==> config.mk <==
export PLATFORM = sky130hd
export DESIGN_NAME = counter
export DESIGN_NICKNAME = d
export VERILOG_FILES = /design/src/rtl/counter.sv
export SDC_FILE = /design/constraint.sdc
export NUM_CORES = 1
export LEC_CHECK = 0
export ABC_AREA = 1
export BUFFER_PORTS_ARGS = -buffer_cell sky130_fd_sc_hd__buf_2
export CAP_MARGIN = 20
export CORE_AREA = 2 2 39 41
export CTS_BUF_LIST = sky130_fd_sc_hd__clkbuf_2 sky130_fd_sc_hd__clkbuf_4 sky130_fd_sc_hd__clkbuf_8
export CTS_CLUSTER_SIZE = 10
export DETAILED_ROUTE_END_ITERATION = 16
export DIE_AREA = 0 0 41 43
export PLACE_DENSITY = 0.39
export SLEW_MARGIN = 20
export SYNTH_ARGS = -nofsm -noshare
export SYNTH_HDL_FRONTEND = slang
export SYNTH_SLANG_ARGS = --single-unit
==> constraint.sdc <==
create_clock -name CLK -period 1.2 [get_ports CLK]
set_input_delay 0.18 -clock CLK [delete_from_list [all_inputs] [get_ports CLK]]
set_output_delay 0.18 -clock CLK [all_outputs]
set_load 0.02 [all_outputs]
==> src/rtl/counter.sv <==
// Loadable up-counter with count enable and a registered wrap indicator.
// Build with COUNTER_STICKY_OVF_EN defined to make overflow_detect a sticky flag.
module counter #(
  parameter int              WIDTH       = 4,
  parameter logic [WIDTH-1:0] RESET_VALUE = '0
) (
  input  logic             EN,
  input  logic             RST,
  input  logic             CLK,
  input  logic             LOAD,
  input  logic [WIDTH-1:0] load_in,
  output logic [WIDTH-1:0] c_out,
  output logic             overflow_detect
);

`ifdef COUNTER_STICKY_OVF_EN
  localparam bit STICKY = 1'b1;
`else
  localparam bit STICKY = 1'b0;
`endif

  // Wrap happens on the edge that increments an all-ones count back to zero.
  logic wrap;
  assign wrap = &c_out;

  always_ff @(posedge CLK) begin
    if (!RST) begin
      c_out           <= RESET_VALUE;
      overflow_detect <= 1'b0;
    end else if (LOAD) begin
      c_out           <= load_in;
      overflow_detect <= 1'b0;
    end else if (EN) begin
      c_out           <= c_out + 1'b1;
      overflow_detect <= wrap | (STICKY & overflow_detect);
    end else begin
      overflow_detect <= STICKY & overflow_detect;
    end
  end

endmodule

Word level (Yosys, flattened, before mapping)
Index checks and enable logic that the tools add are counted.
{ "op_classes": {"mux": 2, "n_bitwise": 2, "add_sub_neg": 1, "reduce_logical": 3} }
{ "op_table": {"columns": ["op", "n"], "rows": [
  ["two-way mux 4 bit", 2],
  ["adder 4 x 1 -> 4 bit, second input constant", 1],
  ["AND reduction 4 bit", 1],
  ["OR reduction 3 bit", 1],
  ["NOT 1 bit", 2],
  ["nonzero test 2 bit", 1]
]} }
{ "totals": {"inputBits": 8, "register_bits": 5, "word_cells": 10, "output_inout_bits": 5} }

Depth between registers and ports, before layout
{ "logic_depth": {"ltp_word": 3, "mapped_depth": 7, "depth_no_buf": 7} }

Worst setup path after synthesis
Ideal clock, no wire load.
{ "synth_path": {"path_type": "flip-flop to flip-flop", "from": "register c_out[0]", "to": "register c_out[2]", "path_slack_ns": 0.119, "required_time_ns": 1.130, "arrival_time_ns": 1.011, "synth_period_minus_slack_ns": 1.081, "path_buffers": 0, "setup_ns": 0.070, "path_stages_with_launch": 5, "cell_sequence": "dfxtp_1 > ha_1 > nand2_1 > xor2_1 > a21oi_1"} }
{ "synth_via": {"elab_chain_len": 3} }
{ "synth_lines": {"columns": ["element", "line_no", "text"], "rows": [
  ["start: declaration", "12", "output logic [WIDTH-1:0] c_out,"],
  ["start signal: assignment", "31", "c_out <= load_in;"],
  ["start signal: assignment", "34", "c_out <= c_out + 1'b1;"],
  ["adder 4 x 1 -> 4 bit", "34", null],
  ["two-way mux 4 bit", "33", "end else if (EN) begin"],
  ["two-way mux 4 bit", "30", "end else if (LOAD) begin"]
]} }
Every way passes these cells. The select of a mux whose other input is x is not followed.
A chain may end at the register's enable or synchronous reset.

Worst setup path in the final report
{ "layout_path": {"from": "register c_out[0]", "to": "output c_out[0]"} }
No word-level cell between the ends.

==> summary.txt <==
Outcome
  – Outcome: completed

Drt
  – Via count: 288
  – Number of antenna-violating nets in the routed design: 0
  – Drt first-iter violations: 0
  – Initial DRT Pass Iterations: 1
  – Final WL: 620 microns
  – DRC violation count after routing: 0
  – Average via count per standard cell: 4.174
  – Average routed wire per standard cell: 8.986 microns

Setup path
  – Worst-path maximum fanout: 5
  – Worst reg2reg path depth: 4
  – Critical path required time: 1.02 ns
  – Endpoint type of the worst setup path: output pin
  – R2R Path End: c_out[2]
  – Worst reg2reg path startpoint: c_out[1]
  – Critical path data arrival time: 0.87 ns
  – Critical Setup Path Class: reg -> out
  – Register-to-register setup slack: 0.22 ns
  – CP startpoint kind: flop

CTS
  – Clock-pin slew on the worst setup and hold paths: 0.05 ns
  – Number of cells upsized or downsized after cts: 0
  – Clock tree sinks: 5
  – Hold-fix buffer count after cts: 0
  – Clock tree from TritonCTS: built
  – Clock buffers created by TritonCTS: 3
  – Deepest clock path buffer count: 2
  – Buffers inserted by post-CTS timing repair: 0
  – Clock latency of the later-clocked register in the worst-skew pair: 0.25 ns
  – H-tree depth reported by CTS: 1
  – Cell at the root of the clock tree: clkbuf_4

Synth
  – Average cell area after synthesis: 7.160 sq um
  – Post-synth design cell area: 257.7 sq um
  – Area leader, netlist: dfxtp_1
  – Fraction of the mapped netlist area in compound gates: 13.59%
  – Xor-xnor portion of the synthesized cell area: 3.398%
  – Sequential share of the synthesized area: 38.83%
  – Register bit total from synthesis: 5
  – Multiplexer share of the synthesized area: 0%
  – Gate Count Post-Synth: 36
  – Adder-Cell Fraction of Synth Area: 4.854%
  – Distinct cells, synth: 14
  – Nets in the synthesized netlist: 45
  – Top cell type's share of synthesized area: 38.83%
  – Post-Synth Simple-Gate Area: 30.58%
  – Yosys warns: 0
  – Dominant combinational cell family by area after synthesis: simple AND/OR/NAND/NOR gates
  – Top cells by area, synth: dfxtp_1 (39%), nand2_1 (15%), nand3_1 (5.8%)

Final layout
  – Net total in the final layout: 63
  – Commonest non-fill, non-tap cell in the layout: buf_2
  – Layout overhead on the synthesized area: 44.66%
  – Finished Layout Cells: 69
  – Fin area: 372.9 sq um
  – Total inserted antenna cells: 0
  – Most frequent cells in the layout: buf_2 (12), nand2_1 (10), dfxtp_1 (5), inv_1 (4)
  – Share of layout cells above drive strength 1: 39.62%

Placed design
  – Placer Congestion: 0.6073
  – Half-perimeter wire length of the detailed placement result: 518.8 microns
  – Placed cell areas: 345.3 sq um
  – Cell Count Post-Placement: 65
  – Number of I/O port buffers: 12
  – Dpl ws: 0.2291 ns

STA
  – Setup repair after global routing missed its margin: false
  – Max-Slew Margin vs Limit: 84.92%
  – Max Clock Skew: 0.009716 ns
  – Crit share post-route: 87.52%
  – Worst slew pin tran: 0.2254 ns
  – Final setup TNS: 0 ns
  – Max-slew violation total from the final report: 0
  – Min cycle time layout: 1.050 ns
  – Final Setup Violations: 0
  – Final setup slack of the worst path: 0.1497 ns
  – Achievable clock frequency: 0.9521 GHz
  – Fin. Hold Viols: 0

Floorplanning
  – Starting density of the core: 18.63%
  – Standard-cell rows: 14
  – Die H: 43 microns
  – Core area: 1384 sq um
  – Die extent in x: 41 microns
  – Die Area: 1763 sq um
  – Top-level I/O count: 13

Power
  – Max IR drop VDD: 0.0004066 V
  – Pleak: 0.0002075 uW
  – Power per cell area: 1223 nW/um^2

GRT
  – Global-route usage over all layers: 10.23%
  – Wire length of the first global-routing pass: 1.117 mm
  – Pin count of the biggest net entering global routing: 6
  – Global-route congestion overflow total: 0
  – Initial antenna violation count: 0
  – Number of global-route vias before repair: 272

Flow run
  – Number of max-cap violations: 0

Min path
  – Tightest Hold Check Type: in -> reg
  – Min-delay src: RST
  – Destination of the worst hold path: c_out[1]
  – Min-Delay Path Depth: 3
## cells in the mapped netlist
cell,instances
ha_1,1
nand4_1,2
inv_1,4
o21ai_0,1
a21oi_1,2
nand2_2,1
nor2_1,2
inv_2,2
nand2_1,10
a21boi_1,1
nand3_1,3
xor2_1,1
o211ai_2,1
dfxtp_1,5
## flip-flops by register name, indices dropped and copies added (netlist names)
name             cells
overflow_detect      1
c_out                4
## worst max-delay path, cell delays in order (launching register included)
cell and delay [ns]:
dfxtp_1 0.33, buf_4 0.14, buf_2 0.16
## power by group
| part | internal [uW] | switching [uW] |
|---|---|---|
| registers | 176 | 9.97 |
| logic | 32.1 | 43.9 |
| clock network | 121 | 73.6 |
## cells by family (layout without fill, tap and decap cells)
kind of cell | count (synthesis) | in the layout
AO/OA/AOI/OAI | 5 | 5
adder cells (fa/ha/maj) | 1 | 1
buffers and inverters | 6 | 23
XOR/XNOR | 1 | 1
flip-flops | 5 | 5
AND/OR/NAND/NOR | 18 | 18
## area by class of cell
type,count,area (sq um)
Inverter,6,22.52
Sequential cell,5,100.1
Clock inverter,1,5.005
Timing Repair Buffer,13,67.56
Fill cell,174,1011
Clock buffer,3,22.52
Tap cell,16,20.02
Multi-Input combinational cell,25,135.1
## per-layer routing
| layer | track usage, % | wire length [microns] | vias up | part of all wire, % |
|---|---|---|---|---|
| met3 | 4.712 | 40 | 2 | 6.5 |
| li1 | - | - | 152 | - |
| met5 | 0 | 0 | - | 0 |
| met4 | 10.00 | 14 | 0 | 2.3 |
| met2 | 13.75 | 310 | 7 | 50 |
| met1 | 10.90 | 254 | 127 | 41 |
## how the worst max path moves through the flow
stage,start,endpoint,cells after the start
after floorplan,c_out[0],c_out[2],4
after global placement,c_out[1],c_out[2],4
after detailed placement,c_out[1],c_out[2],4
after CTS,c_out[0],c_out[0],2
after global routing,c_out[0],c_out[0],2
final,c_out[0],c_out[0],2
## stage by stage
step                      power, uW  utilization, %  hold slack, ns
after floorplan               230.3               -          0.2776
final                         456.1           26.94          0.1997
after global routing          490.6           26.94          0.2216
after CTS                     471.7           26.94          0.1906
after detailed placement      266.3           24.95          0.4529
after global placement        266.8           24.95          0.4528
Power figures use the tool's default switching activity.
